<file path="config.mk">
export PLATFORM = sky130hd
export DESIGN_NAME = pipe_control
export DESIGN_NICKNAME = d
export VERILOG_FILES = /design/src/rtl/pipe_control_pkg.sv /design/src/rtl/pipe_control_hazard_detect.sv /design/src/rtl/pipe_control.sv
export SDC_FILE = /design/constraint.sdc
export NUM_CORES = 1
export LEC_CHECK = 0
export ABC_AREA = 1
export CAP_MARGIN = 20
export CELL_PAD_IN_SITES_DETAIL_PLACEMENT = 0
export CELL_PAD_IN_SITES_GLOBAL_PLACEMENT = 1
export CORE_MARGIN = 2
export CORE_UTILIZATION = 34
export CTS_CLUSTER_SIZE = 16
export DETAILED_ROUTE_END_ITERATION = 10
export HOLD_SLACK_MARGIN = 0.06
export PLACE_DENSITY_LB_ADDON = 0.1
export SLEW_MARGIN = 20
export SYNTH_ARGS = -nofsm -noshare
export SYNTH_HDL_FRONTEND = slang
export SYNTH_HIERARCHICAL = 1
export SYNTH_SLANG_ARGS = --single-unit
</file>
<file path="constraint.sdc">
create_clock -name clk -period 4.35 [get_ports clk]
set_input_delay 0.87 -clock clk [delete_from_list [all_inputs] [get_ports clk]]
set_output_delay 0.87 -clock clk [all_outputs]
set_load 0.1 [all_outputs]
</file>
<file path="src/rtl/pipe_control_pkg.sv">
// Shared constants and types for the Y86-64 pipeline controller:
// status codes, icodes, the "no register" id, sequencer states and
// the bundle of hazard terms passed from hazard_detect to the top.
package pipe_control_pkg;

    localparam logic [1:0] STAT_INS = 2'b00;
    localparam logic [1:0] STAT_AOK = 2'b01;
    localparam logic [1:0] STAT_HLT = 2'b10;
    localparam logic [1:0] STAT_ADR = 2'b11;

    localparam logic [3:0] I_MRMOVQ = 4'h5;
    localparam logic [3:0] I_OPQ    = 4'h6;
    localparam logic [3:0] I_JXX    = 4'h7;
    localparam logic [3:0] I_CALL   = 4'h8;
    localparam logic [3:0] I_RET    = 4'h9;
    localparam logic [3:0] I_POPQ   = 4'hB;

    localparam logic [3:0] RNONE    = 4'hF;

    typedef enum logic [1:0] {
        ST_RUN   = 2'b00,
        ST_DRAIN = 2'b01,
        ST_HALT  = 2'b10
    } seq_state_e;

    typedef struct packed {
        logic lu;   // load/use: decode needs a value still being loaded
        logic mp;   // conditional jump in execute was not taken
        logic rt;   // ret somewhere in D/E/M
        logic exc;  // non-AOK status in memory or write-back
    } hazard_t;

endpackage

</file>
<file path="src/rtl/pipe_control_hazard_detect.sv">
// Purely combinational hazard classification for the current cycle.
module hazard_detect
    import pipe_control_pkg::*;
(
    input  logic [3:0] D_icode_i,
    input  logic [3:0] d_srcA_i,
    input  logic [3:0] d_srcB_i,
    input  logic [3:0] E_icode_i,
    input  logic [3:0] E_dstM_i,
    input  logic       e_cnd_i,
    input  logic [3:0] M_icode_i,
    input  logic [1:0] m_stat_i,
    input  logic [1:0] W_stat_i,
    output hazard_t    haz_o
);

    logic e_is_load;

    // Derive the four hazard terms from the stage registers.
    always_comb begin
        e_is_load = (E_icode_i == I_MRMOVQ) || (E_icode_i == I_POPQ);
        haz_o     = '0;
        // RNONE on E_dstM never matches, even if a source is also RNONE.
        haz_o.lu  = e_is_load && (E_dstM_i != RNONE) &&
                    ((E_dstM_i == d_srcA_i) || (E_dstM_i == d_srcB_i));
        haz_o.mp  = (E_icode_i == I_JXX) && !e_cnd_i;
        haz_o.rt  = (D_icode_i == I_RET) || (E_icode_i == I_RET) ||
                    (M_icode_i == I_RET);
        haz_o.exc = (m_stat_i != STAT_AOK) || (W_stat_i != STAT_AOK);
    end

endmodule

</file>
<file path="src/rtl/pipe_control.sv">
// Pipeline hazard/exception controller: stall and bubble generation,
// RUN/DRAIN/HALT shutdown sequencer and saturating performance counters.
module pipe_control
    import pipe_control_pkg::*;
#(
    parameter int CNT_W = 32
) (
    input  logic             clk,
    input  logic             rst,
    input  logic [3:0]       D_icode,
    input  logic [3:0]       d_srcA,
    input  logic [3:0]       d_srcB,
    input  logic [3:0]       E_icode,
    input  logic [3:0]       E_dstM,
    input  logic             e_cnd,
    input  logic [3:0]       M_icode,
    input  logic [1:0]       m_stat,
    input  logic [1:0]       W_stat,
    output logic             F_stall,
    output logic             D_stall,
    output logic             D_bubble,
    output logic             E_bubble,
    output logic             M_bubble,
    output logic             W_stall,
    output logic             set_cc,
    output logic             halted,
    output logic [CNT_W-1:0] cyc_cnt,
    output logic [CNT_W-1:0] lu_cnt,
    output logic [CNT_W-1:0] mp_cnt,
    output logic [CNT_W-1:0] ret_cnt
);

    localparam logic [CNT_W-1:0] CNT_ONE = {{(CNT_W-1){1'b0}}, 1'b1};

    hazard_t    haz;
    seq_state_e state_q, state_d;
    logic       active;
    logic [CNT_W-1:0] cyc_q, lu_q, mp_q, ret_q;

    function automatic logic [CNT_W-1:0] sat_inc(input logic [CNT_W-1:0] v,
                                                 input logic             en);
        // Stick at all-ones instead of wrapping.
        if (en && (v != {CNT_W{1'b1}}))
            return v + CNT_ONE;
        return v;
    endfunction

    hazard_detect u_hazard (
        .D_icode_i (D_icode),
        .d_srcA_i  (d_srcA),
        .d_srcB_i  (d_srcB),
        .E_icode_i (E_icode),
        .E_dstM_i  (E_dstM),
        .e_cnd_i   (e_cnd),
        .M_icode_i (M_icode),
        .m_stat_i  (m_stat),
        .W_stat_i  (W_stat),
        .haz_o     (haz)
    );

    assign active = (state_q == ST_RUN) || (state_q == ST_DRAIN);

    // Sequencer state register.
    always_ff @(posedge clk or posedge rst) begin
        if (rst) state_q <= ST_RUN;
        else     state_q <= state_d;
    end

    // Sequencer next state: a write-back fault halts at once, a memory
    // fault first drains so older instructions can retire.
    always_comb begin
        state_d = state_q;
        unique case (state_q)
            ST_RUN: begin
                if (W_stat != STAT_AOK)      state_d = ST_HALT;
                else if (m_stat != STAT_AOK) state_d = ST_DRAIN;
            end
            ST_DRAIN: begin
                if (W_stat != STAT_AOK)      state_d = ST_HALT;
            end
            ST_HALT:  state_d = ST_HALT;
            default:  state_d = ST_RUN;
        endcase
    end

    // Pipeline register controls; reset overrides with the flush pattern.
    always_comb begin
        F_stall  = haz.lu | haz.rt;
        D_stall  = haz.lu;
        D_bubble = haz.mp | (haz.rt & ~haz.lu);
        E_bubble = haz.mp | haz.lu;
        M_bubble = 1'b0;
        W_stall  = 1'b0;
        set_cc   = (E_icode == I_OPQ) & ~haz.exc;
        halted   = 1'b0;
        if (rst) begin
            F_stall  = 1'b0;
            D_stall  = 1'b0;
            D_bubble = 1'b1;
            E_bubble = 1'b1;
            M_bubble = 1'b1;
            W_stall  = 1'b0;
            set_cc   = 1'b0;
        end else begin
            unique case (state_q)
                ST_DRAIN: begin
                    M_bubble = 1'b1;
                    set_cc   = 1'b0;
                end
                ST_HALT: begin
                    F_stall  = 1'b1;
                    D_stall  = 1'b1;
                    D_bubble = 1'b0;
                    E_bubble = 1'b0;
                    M_bubble = 1'b0;
                    W_stall  = 1'b1;
                    set_cc   = 1'b0;
                    halted   = 1'b1;
                end
                default: ;
            endcase
        end
    end

    // Performance counters, frozen once halted.
    always_ff @(posedge clk or posedge rst) begin
        if (rst) begin
            cyc_q <= '0;
            lu_q  <= '0;
            mp_q  <= '0;
            ret_q <= '0;
        end else if (active) begin
            cyc_q <= sat_inc(cyc_q, 1'b1);
            lu_q  <= sat_inc(lu_q,  haz.lu);
            mp_q  <= sat_inc(mp_q,  haz.mp);
            ret_q <= sat_inc(ret_q, haz.rt & ~haz.lu);
        end
    end

    assign cyc_cnt = cyc_q;
    assign lu_cnt  = lu_q;
    assign mp_cnt  = mp_q;
    assign ret_cnt = ret_q;

endmodule

</file>
==> impl_metrics.ini <==
[route]
ant_nets = 0
vias = 9146
drt_iter0_drc = 634
wirelength_um = 28700
wl_per_cell_um = 14.9
via_per_inst = 4.74
dr.pass1.iters = 8
drc_errors = 9

[worst_setup_path]
crit_path_top_delay_cell = clkdlybuf4s50_1
crit_path_max_incr_delay_ps = 560
cp_max_fo = 4
crit_arrival_ps = 2730
rr_startpoint = lu_cnt[0]
critPathRequiredTime_ps = 3480
startpoint = E_dstM[1]
path_depth = 10
crit_path_start_kind = input port
crit_type = in -> out
endpoint_kind = output port
cp_num_buf_inv = 4
rr_worst_depth = 8
path_cells = clkdlybuf4s50_1 -> inv_2 -> nand2_1 -> nand2_1 -> nor2_1 -> nand2_1 -> a21oi_2 -> inv_1 -> a31oi_1 -> buf_12
crit_family = buffers and inverters
crit_top_cell = nand2_1

[yosys]
syn-cell-area_um2 = 9070
synth_top_cell_area_share = 0.359
synth_seq_cells = 130
synth_top_family_by_area = simple AND/OR/NAND/NOR gates
synth.top_cells.by_count = 662 x nand2_1, 213 x nor2_1, 130 x dfrtp_1
synth_warnings = 6
syn_area_per_cell_um2 = 6.39
synth_area_leader_cell = dfrtp_1
synth_nets = 1458
seq_area_frac_synth = 0.359
synth_fa_ha_area_frac = 0.0110
yosys.area_share.simple = 0.494
yosys.area_share.xor_xnor = 0.0444
synthMostInstantiatedCell = nand2_1
synth_edf_count = 0
synthTopCellsByArea = dfrtp_1 36%, nand2_1 27%, nor2_1 8.8%
ys.flop_type = dfrtp_1
synth_mux_area_frac = 0
synth_cell_type_count = 32
synth_compound_area_frac = 0.0200
synthCells = 1419
async_reset_ff_frac = 1.00

[sta]
fin_crit_ps = 3600
worst_pin_slew_ps = 1030
max_slew_margin = 0.311
fin_crit_sh = 0.827
rsz0062_at_grt = no
hold_viol_final = 0
skew_ps = 17.6
drv_slew = 0
fmax_mhz = 278
setup_viol = 0

[status]
status = finished, violations left
violations = DRC

[cts]
cts_hold_buf = 0
clkSlewWorstSetupHoldPaths_ps = 60
cts_root_buffer = clkbuf_16
htree_levels = 4
cts_tree = done
cts_resized = 0
numCtsBuffers = 17
clockBufferDepth = 2
clock_latency_ps = 430
cts.sinks = 130
cts_setup_buffers = 0

[hold_path]
min_delay_path_depth = 2
hold_start = ret_cnt[30]
min_path_type = reg -> reg

[pwr]
p_per_area_nw_per_um2 = 343
vdd_drop_max_mv = 0.308
p_leak_nw = 5.24

[floorplan]
coreArea_um2 = 26100
initial_utilization = 0.347
rows = 59
die_h_um = 167
ios = 167
die_x_um = 167
dieArea_um2 = 28000

[placed_design]
place_congestion = 0.818
dp.cells = 1899
dp_hpwl_um = 21700
port-buffer-count = 166
placed_area_um2 = 11100

[cells_and_area]
areaGrowthSynthToFinish_pct = 29.0
final_area_um2 = 11700
drive_gt1_frac = 0.0564
fillerInstances = 2788
final_nets = 1622
final_cells = 1931
n_antenna_cell = 0

[grt]
grt_use_total = 0.214
overflow = 0
grt_pass1_vias = 8979
grt_pass1_wl_um = 47800
grt_max_degree = 59
antenna_found_initial = 0

[job]
cap_viol_max_count = 0
metal layers:
metal | global-route usage | vias up | share of wire
li1 | - | 4737 | -
met1 | 0.289 | 4234 | 0.48
met2 | 0.360 | 159 | 0.47
met3 | 0.0343 | 16 | 0.039
met4 | 0.0518 | 0 | 0.010
met5 | 0 | - | 0
power breakdown:
part	internal [W]	leakage, nW	total, W	switching (W)
sequential	0.00126	1.80	0.00135	0.0000817
clock	0.000966	0.298	0.00157	0.000603
combinational	0.000259	3.14	0.00110	0.000839
total	0.00249	5.24	0.00401	0.00152
cell families (layout without fill, tap and decap cells):
group,count (synthesis),count (layout)
buf+inv,150,327
flops,130,130
simple gates,1053,1053
fa+ha+maj,8,8
xor+xnor,46,46
compound gates,32,32
worst register-to-register path, cell delays in order (launching register included):
cell,delay [ps]
dfrtp_1,440
ha_1,270
nand2_1,80
nor2_2,60
nand2_2,120
nor2_4,60
nand2_2,440
nand3_2,550
o21ai_0,310
per-stage QoR:
| step | TNS (ps) | util | hold WS [ps] | power, W | worst slack (ps) |
|---|---|---|---|---|---|
| after floorplan | -3250 | - | 580 | 0.00217 | -1320 |
| final | 0 | 0.448 | 526 | 0.00401 | 752 |
| after detailed placement | 0 | 0.424 | 511 | 0.00248 | 769 |
| after global routing | 0 | 0.448 | 550 | 0.00419 | 638 |
| after global placement | 0 | 0.424 | 517 | 0.00248 | 779 |
| after CTS | 0 | 0.448 | 530 | 0.00406 | 751 |
sequential cells by signal (all words and copies together) (netlist names):
register  cells
cyc_cnt      32
state_q       2
mp_cnt       32
lu_cnt       32
ret_cnt      32
cells in the final DEF (no fill, tap or decap), types with 2 or more instances in the layout:
master and n:
xnor2_1 19, nor3_1 6, clkdlybuf4s50_1 158, clkinvlp_4 5, a21oi_2 2, buf_12 5, o21ai_1 3, dfrtp_1 130
nor2_2 11, a31oi_1 4, nand3b_1 46, nand2_4 4, o21bai_1 2, o21ai_0 18, inv_1 116, a21oi_1 2
nand4_1 42, clkbuf_8 4, inv_2 5, nand2_1 662, buf_4 10, bufinv_16 3, xor2_1 27, nor2_4 4
nor2_1 212, clkinv_4 2, ha_1 8, nand3_4 3, nand3_2 2, nand2_2 8, nand3_1 50, clkbuf_16 17
path summary, 6_finish.rpt:
kind / endpoint / slack (ps)
hold / removal: ret_cnt[30] / 530
max in group asynchronous: cyc_cnt[13] / 2060
setup reg to reg: lu_cnt[2] / 1930
min in group asynchronous: ret_cnt[1] / 1150
setup / recovery: E_bubble / 750
hold reg to reg: ret_cnt[30] / 530
cell type report:
type                    instances  area [µm²]  area share
repair buffers                173        1760       0.150
inverters                     122         462      0.0395
clock buffers                  21         480      0.0411
well taps                     335         419      0.0358
flip-flops and latches        130        3250       0.278
multi-input cells            1139        5180       0.443
clock inverters                11         151      0.0129
Power figures use the tool's default switching activity.
